File: src/rtl/lcd_spi_rx.sv
// Purpose  : panel-side receiver for the PMOD LCD 4-wire SPI link; decodes DC-tagged bytes and checks LCD reset pulse widths.
// Latency  : pin edge to use is SYNC_STAGES+1 cycles; a byte appears on o_byte_* the cycle after its 8th synced SCL rise.
// Backpress: single output register with valid/ready; a byte completing while the register is full is dropped and flagged on o_overrun.
//
// Ports:
//   i_clk, i_rst_n                 system clock, async active-low reset
//   i_lcd_scl/mosi/dc/cs/rst       raw LCD pins (SCL rise samples MOSI, MSB first; CS and RST active low)
//   o_byte_data/o_byte_dc          received byte and its DC tag
//   o_byte_valid/i_byte_ready      output handshake
//   o_overrun, o_abort             1-cycle pulses: byte dropped / CS released mid-byte
//   o_hwrst_done, o_rst_glitch     1-cycle pulses: LCD_RST released after a long enough / too short low time
//   o_last_cmd, o_disp_on, o_sleep_out  command decode status
// Build option: define LCD_SPI_RX_CMD_DECODE_EN to build the command decoder; otherwise its outputs are tied to 0.

module lcd_spi_rx #(
    parameter int SYNC_STAGES = 2,
    parameter int RST_MIN_CYC = 120,
    parameter int RST_CNT_W   = 16
) (
    input  logic       i_clk,
    input  logic       i_rst_n,
    input  logic       i_lcd_scl,
    input  logic       i_lcd_mosi,
    input  logic       i_lcd_dc,
    input  logic       i_lcd_cs,
    input  logic       i_lcd_rst,
    output logic [7:0] o_byte_data,
    output logic       o_byte_dc,
    output logic       o_byte_valid,
    input  logic       i_byte_ready,
    output logic       o_overrun,
    output logic       o_abort,
    output logic       o_hwrst_done,
    output logic       o_rst_glitch,
    output logic [7:0] o_last_cmd,
    output logic       o_disp_on,
    output logic       o_sleep_out
);

    typedef enum logic [1:0] {
        S_IDLE   = 2'd0,
        S_SHIFT  = 2'd1,
        S_LCDRST = 2'd2
    } state_t;

    // Pin vector order: {rst, cs, dc, mosi, scl}
    logic [4:0] w_pins;
    logic [4:0] r_sync [SYNC_STAGES];
    logic       r_scl_prev;

    logic w_scl_s, w_mosi_s, w_dc_s, w_cs_s, w_rst_s, w_scl_rise;

    state_t r_state, w_state_nxt;

    logic [7:0]           r_shift;
    logic [2:0]           r_bit_cnt;
    logic [RST_CNT_W-1:0] r_rst_cnt;
    logic [7:0]           r_data;
    logic                 r_dc;
    logic                 r_valid;
    logic                 r_overrun, r_abort, r_hwrst_done, r_rst_glitch;

    logic       w_shift_en, w_clr_bits, w_abort_evt, w_rst_run, w_rst_rel;
    logic       w_byte_done, w_load, w_ovr_evt, w_hw_ok, w_glitch;
    logic [7:0] w_byte;

    assign w_pins = {i_lcd_rst, i_lcd_cs, i_lcd_dc, i_lcd_mosi, i_lcd_scl};

    // Synchronisers reset to the idle pin levels (RST and CS high) so that
    // leaving block reset does not look like an LCD reset or a chip select.
    always_ff @(posedge i_clk or negedge i_rst_n) begin
        if (!i_rst_n) begin
            for (int i = 0; i < SYNC_STAGES; i++) begin
                r_sync[i] <= 5'b11000;
            end
            r_scl_prev <= 1'b0;
        end else begin
            r_sync[0] <= w_pins;
            for (int i = 1; i < SYNC_STAGES; i++) begin
                r_sync[i] <= r_sync[i-1];
            end
            r_scl_prev <= w_scl_s;
        end
    end

    assign w_scl_s    = r_sync[SYNC_STAGES-1][0];
    assign w_mosi_s   = r_sync[SYNC_STAGES-1][1];
    assign w_dc_s     = r_sync[SYNC_STAGES-1][2];
    assign w_cs_s     = r_sync[SYNC_STAGES-1][3];
    assign w_rst_s    = r_sync[SYNC_STAGES-1][4];
    assign w_scl_rise = w_scl_s & ~r_scl_prev;

    // FSM: state register
    always_ff @(posedge i_clk or negedge i_rst_n) begin
        if (!i_rst_n) begin
            r_state <= S_IDLE;
        end else begin
            r_state <= w_state_nxt;
        end
    end

    // FSM: next state. LCD_RST low wins over CS and SCL in every state.
    always_comb begin
        w_state_nxt = r_state;
        case (r_state)
            S_IDLE: begin
                if (!w_rst_s)     w_state_nxt = S_LCDRST;
                else if (!w_cs_s) w_state_nxt = S_SHIFT;
            end
            S_SHIFT: begin
                if (!w_rst_s)    w_state_nxt = S_LCDRST;
                else if (w_cs_s) w_state_nxt = S_IDLE;
            end
            S_LCDRST: begin
                if (w_rst_s)     w_state_nxt = S_IDLE;
            end
            default:             w_state_nxt = S_IDLE;
        endcase
    end

    // FSM: control outputs
    always_comb begin
        w_shift_en  = 1'b0;
        w_clr_bits  = 1'b0;
        w_abort_evt = 1'b0;
        w_rst_run   = 1'b0;
        w_rst_rel   = 1'b0;
        case (r_state)
            S_IDLE: begin
                w_clr_bits = 1'b1;
                w_rst_run  = ~w_rst_s;
            end
            S_SHIFT: begin
                if (!w_rst_s) begin
                    w_rst_run = 1'b1;
                end else if (w_cs_s) begin
                    w_clr_bits  = 1'b1;
                    w_abort_evt = (r_bit_cnt != 3'd0);
                end else if (w_scl_rise) begin
                    w_shift_en = 1'b1;
                end
            end
            S_LCDRST: begin
                w_clr_bits = 1'b1;
                w_rst_run  = ~w_rst_s;
                w_rst_rel  = w_rst_s;
            end
            default: w_clr_bits = 1'b1;
        endcase
    end

    assign w_byte      = {r_shift[6:0], w_mosi_s};
    assign w_byte_done = w_shift_en && (r_bit_cnt == 3'd7);
    // A handshake in the same cycle frees the register for the new byte.
    assign w_load      = w_byte_done && (!r_valid || i_byte_ready);
    assign w_ovr_evt   = w_byte_done && r_valid && !i_byte_ready;
    assign w_hw_ok     = w_rst_rel && (r_rst_cnt >= RST_CNT_W'(RST_MIN_CYC));
    assign w_glitch    = w_rst_rel && (r_rst_cnt <  RST_CNT_W'(RST_MIN_CYC));

    // Shift register and bit counter; the 3-bit count wraps to 0 on the 8th bit.
    always_ff @(posedge i_clk or negedge i_rst_n) begin
        if (!i_rst_n) begin
            r_shift   <= 8'h00;
            r_bit_cnt <= 3'd0;
        end else if (w_clr_bits) begin
            r_shift   <= 8'h00;
            r_bit_cnt <= 3'd0;
        end else if (w_shift_en) begin
            r_shift   <= w_byte;
            r_bit_cnt <= r_bit_cnt + 3'd1;
        end
    end

    // Reset-low counter: counts every synced-low cycle including the one
    // that moves the FSM into LCDRST, so the count equals the low width.
    always_ff @(posedge i_clk or negedge i_rst_n) begin
        if (!i_rst_n) begin
            r_rst_cnt <= '0;
        end else if (w_rst_rel) begin
            r_rst_cnt <= '0;
        end else if (w_rst_run && (r_rst_cnt != '1)) begin
            r_rst_cnt <= r_rst_cnt + 1'b1;
        end
    end

    // Output register
    always_ff @(posedge i_clk or negedge i_rst_n) begin
        if (!i_rst_n) begin
            r_data  <= 8'h00;
            r_dc    <= 1'b0;
            r_valid <= 1'b0;
        end else begin
            if (w_load) begin
                r_data <= w_byte;
                r_dc   <= w_dc_s;
            end
            if (r_state == S_LCDRST)         r_valid <= 1'b0;
            else if (w_load)                 r_valid <= 1'b1;
            else if (r_valid && i_byte_ready) r_valid <= 1'b0;
        end
    end

    // Event pulses
    always_ff @(posedge i_clk or negedge i_rst_n) begin
        if (!i_rst_n) begin
            r_overrun    <= 1'b0;
            r_abort      <= 1'b0;
            r_hwrst_done <= 1'b0;
            r_rst_glitch <= 1'b0;
        end else begin
            r_overrun    <= w_ovr_evt;
            r_abort      <= w_abort_evt;
            r_hwrst_done <= w_hw_ok;
            r_rst_glitch <= w_glitch;
        end
    end

    assign o_byte_data  = r_data;
    assign o_byte_dc    = r_dc;
    assign o_byte_valid = r_valid;
    assign o_overrun    = r_overrun;
    assign o_abort      = r_abort;
    assign o_hwrst_done = r_hwrst_done;
    assign o_rst_glitch = r_rst_glitch;

`ifdef LCD_SPI_RX_CMD_DECODE_EN
    logic [7:0] r_last_cmd;
    logic       r_disp_on, r_sleep_out;

    // Only bytes that actually enter the output register are decoded.
    always_ff @(posedge i_clk or negedge i_rst_n) begin
        if (!i_rst_n) begin
            r_last_cmd  <= 8'h00;
            r_disp_on   <= 1'b0;
            r_sleep_out <= 1'b0;
        end else if (w_hw_ok) begin
            r_last_cmd  <= 8'h00;
            r_disp_on   <= 1'b0;
            r_sleep_out <= 1'b0;
        end else if (w_load && !w_dc_s) begin
            r_last_cmd <= w_byte;
            case (w_byte)
                8'h29: r_disp_on   <= 1'b1;
                8'h28: r_disp_on   <= 1'b0;
                8'h11: r_sleep_out <= 1'b1;
                8'h10: r_sleep_out <= 1'b0;
                8'h01: begin
                    r_disp_on   <= 1'b0;
                    r_sleep_out <= 1'b0;
                end
                default: ;
            endcase
        end
    end

    assign o_last_cmd  = r_last_cmd;
    assign o_disp_on   = r_disp_on;
    assign o_sleep_out = r_sleep_out;
`else
    assign o_last_cmd  = 8'h00;
    assign o_disp_on   = 1'b0;
    assign o_sleep_out = 1'b0;
`endif

endmodule

File: config.mk
export PLATFORM = sky130hd
export DESIGN_NAME = lcd_spi_rx
export DESIGN_NICKNAME = d
export VERILOG_FILES = /design/src/rtl/lcd_spi_rx.sv
export SDC_FILE = /design/constraint.sdc
export NUM_CORES = 1
export LEC_CHECK = 0
export CAP_MARGIN = 5
export CORE_MARGIN = 5
export CORE_UTILIZATION = 58
export DETAILED_ROUTE_END_ITERATION = 10
export PLACE_DENSITY = 0.84
export SYNTH_ARGS = -nofsm -noshare
export SYNTH_HDL_FRONTEND = slang
export SYNTH_SLANG_ARGS = --single-unit
File: constraint.sdc
create_clock -name i_clk -period 4.45 [get_ports i_clk]
set_input_delay 0.89 -clock i_clk [delete_from_list [all_inputs] [get_ports i_clk]]
set_output_delay 0.89 -clock i_clk [all_outputs]
set_load 0.05 [all_outputs]
==> flow_summary_export.csv <==
group,metric,value,unit
outcome,status,"complete, no violations",
synth,yosysWarnings,0,
final_layout,area_growth,13.8,%
die,fp.coreArea,3940,um2
critical_path,worstPathCellList,"clkdlybuf4s50_1",
timing,setup_viol,0,
drt,ant_nets,0,
global_route,grt_overflow,0,
final_layout,diodes,0,
power_and_ir_drop,p_leak,0.00117,uW
synth,yosysTopAreaCell,"dfrtp_1",
power_and_ir_drop,irDropWorstVdd,0.251,mV
critical_path,startpoint_type,"flop",
global_route,grt_max_degree,54,
die,die_h,73.3,um
timing,tightest_slew,634,ps
timing,final-max-slew-violation-count,0,
critical_path,path_buf_inv,1,
synth,synth_top_area_frac,0.527,
final_layout,drive_gt1_frac,0.166,
critical_path,cp.required,3560,ps
drt,detailroute.via_count,1521,
final_layout,nNetsFinal,229,
clock_network,insertion_delay,300,ps
placement,place_hpwl,2680,um
placement,io_buffers,21,
synth,synth_edf_count,0,
critical_path,critical_path.max_fanout,2,
drt,drt-wirelength-per-cell,14.2,um
power_and_ir_drop,finalPower,884,uW
timing,period_minus_slack,2360,ps
timing,fin_crit_sh,0.530,
synth,yosysUniqueCellTypes,41,
global_route,grt_pass1_vias,1475,
final_layout,fillers,301,
synth,netlist_instances,189,
die,die_area,5370,um2
synth,synth_area,2320,um2
clock_network,clock_path_buffers,2,
drt,wl,3800,um
synth,ys_seq_area_frac,0.573,
clock_network,cts-buffers-inserted,5,
synth,ys.flop_type,"dfrtp_1",
timing,skew,4.51,ps
global_route,grt_first_pass_wirelength,6690,um
die,initial_core_util,0.590,
final_layout,fin_util,0.671,
drt,drtIter0Drc,81,
timing,holdWs,356,ps
synth,synth_area_leaders,"dfrtp_1, mux2_2, dfstp_2, a22o_1, buf_4",
synth,syn_area_per_cell,12.3,um2
critical_path,worstPathArrival,1470,ps
die,num_io_pins,32,
drt,avgViaCountPerCell,5.70,
critical_path,slowest_stage,"clkdlybuf4s50_1",
synth,async_reset_ff_frac,1.00,
timing,slew-limit-headroom,0.577,
clock_network,cts-hold-fix-buffers,0,
clock_network,cts_root_buf,"clkbuf_8",
clock_network,post_cts_buffers,0,
synth,ys_ff_latch,53,
drt,drc,0,
die,die_x,73.3,um
timing,fin_setup_tns,0,ps
final_layout,seq_area,1330,um2
timing,finalHoldViolCount,0,
critical_path,critPathTopFamily,"buffers and inverters",
global_route,antenna_found_initial,0,
clock_network,numClockSinks,53,
power_and_ir_drop,p_per_area,334,nW/um2
worst_hold_path,hold_class,"reg2reg",
drt,firstDrtPassIters,5,
timing,rsz0062_at_grt,"false",
synth,yosys-top-cells-count,"dfrtp_1, nand2_1, buf_4, mux2_2",
global_route,grt_usage,0.164,
critical_path,crit_path_end_kind,"output pin",
die,rows,23,
clock_network,cts_resized,0,
run,drv_cap,0,
clock_network,tritoncts,"done",
placement,gp_congestion,0.757,
synth,yosysMostFrequentCell,"dfrtp_1",
clock_network,cts_max_level,2,
critical_path,critical_path.max_stage_delay,810,ps
final_layout,multi_input_area,921,um2
clock_network,clk_pin_slew_worst_paths,90,ps
timing,max_freq,424,MHz
critical_path,crit_type,"reg2out",
[state kept, by name, summed over array words and instances, names as in the netlist, 2 cells and up]
signal / cells
o_byte_data: 8
r_shift: 7
r_state: 2
r_sync: 10
r_rst_cnt: 16
r_bit_cnt: 3
[cell usage in the layout (no fill, tap or decap), types with 2 or more instances in the layout]
master / instances
dfrtp_1: 49
clkdlybuf4s50_1: 20
nand2_1: 16
mux2_2: 10
conb_1: 10
a22o_1: 9
a21oi_1: 9
nor3_1: 8
or4_1: 7
o31ai_1: 7
inv_1: 6
nor2_1: 6
ha_1: 5
clkbuf_8: 5
mux2i_1: 4
dfstp_2: 4
nand2b_1: 3
and2_1: 3
nand3_1: 3
nor4_1: 2
nor2b_1: 2
a31oi_1: 2
nand4_4: 2
o21a_1: 2
nand4_1: 2
clkinvlp_4: 2
buf_4: 2
[final cells by class]
cell class / count / share of cell area
multi-input cells: 127 / 0.348
well taps: 50 / 0.0237
flip-flops and latches: 53 / 0.503
repair buffers: 23 / 0.0833
clock buffers: 6 / 0.0274
inverters: 6 / 0.00851
clock inverters: 2 / 0.00568
[worst paths after layout]
path                            slack, ps             end      startpoint  depth (start not counted)
worst min register to register        360       r_sync[0]       r_sync[5]                          0
worst min-delay path                  360       r_sync[0]       r_sync[5]                          0
min in group asynchronous             690    r_rst_cnt[4]         i_rst_n                          2
worst max-delay path                 2090  o_byte_data[7]  o_byte_data[7]                          1
max in group asynchronous            3340       r_sync[2]         i_rst_n                          2
worst max register to register       2630    r_rst_cnt[1]    r_rst_cnt[9]                          4
[layer usage]
layer	up-vias	global-route usage	routed length, um
met2	44	0.259	1770
met4	0	0.0684	71
met1	739	0.212	1710
met5	-	0	0
met3	5	0.0451	252
li1	733	-	-
[stage by stage]
step / instances / area (um2) / setup slack [ps]
3_5_place_dp: 259 / 2560 / 2210
6_report: 267 / 2650 / 2090
4_1_cts: 267 / 2650 / 2070
5_1_grt: 267 / 2650 / 2030
2_1_floorplan: 198 / 2360 / 2740
3_3_place_gp: 259 / 2560 / 2270
[where the power goes]
group	internal [uW]	leakage [uW]	total [uW]	switching [uW]
logic	34.4	0.000434	97.5	63.1
registers	505	0.000702	527	21.3
clock network	111	0.0000374	259	149
total	651	0.00117	884	233
[cell families after synthesis]
group                      Yosys count  share of synthesized area
adders and majority gates            5                     0.0269
and+or+nand+nor                     64                      0.177
muxes                               15                     0.0721
DFF                                 53                      0.573
AOI/OAI and AO/OA                   33                      0.104
other                                1                    0.00161
buffers and inverters               18                     0.0457
Power figures use the tool's default switching activity.
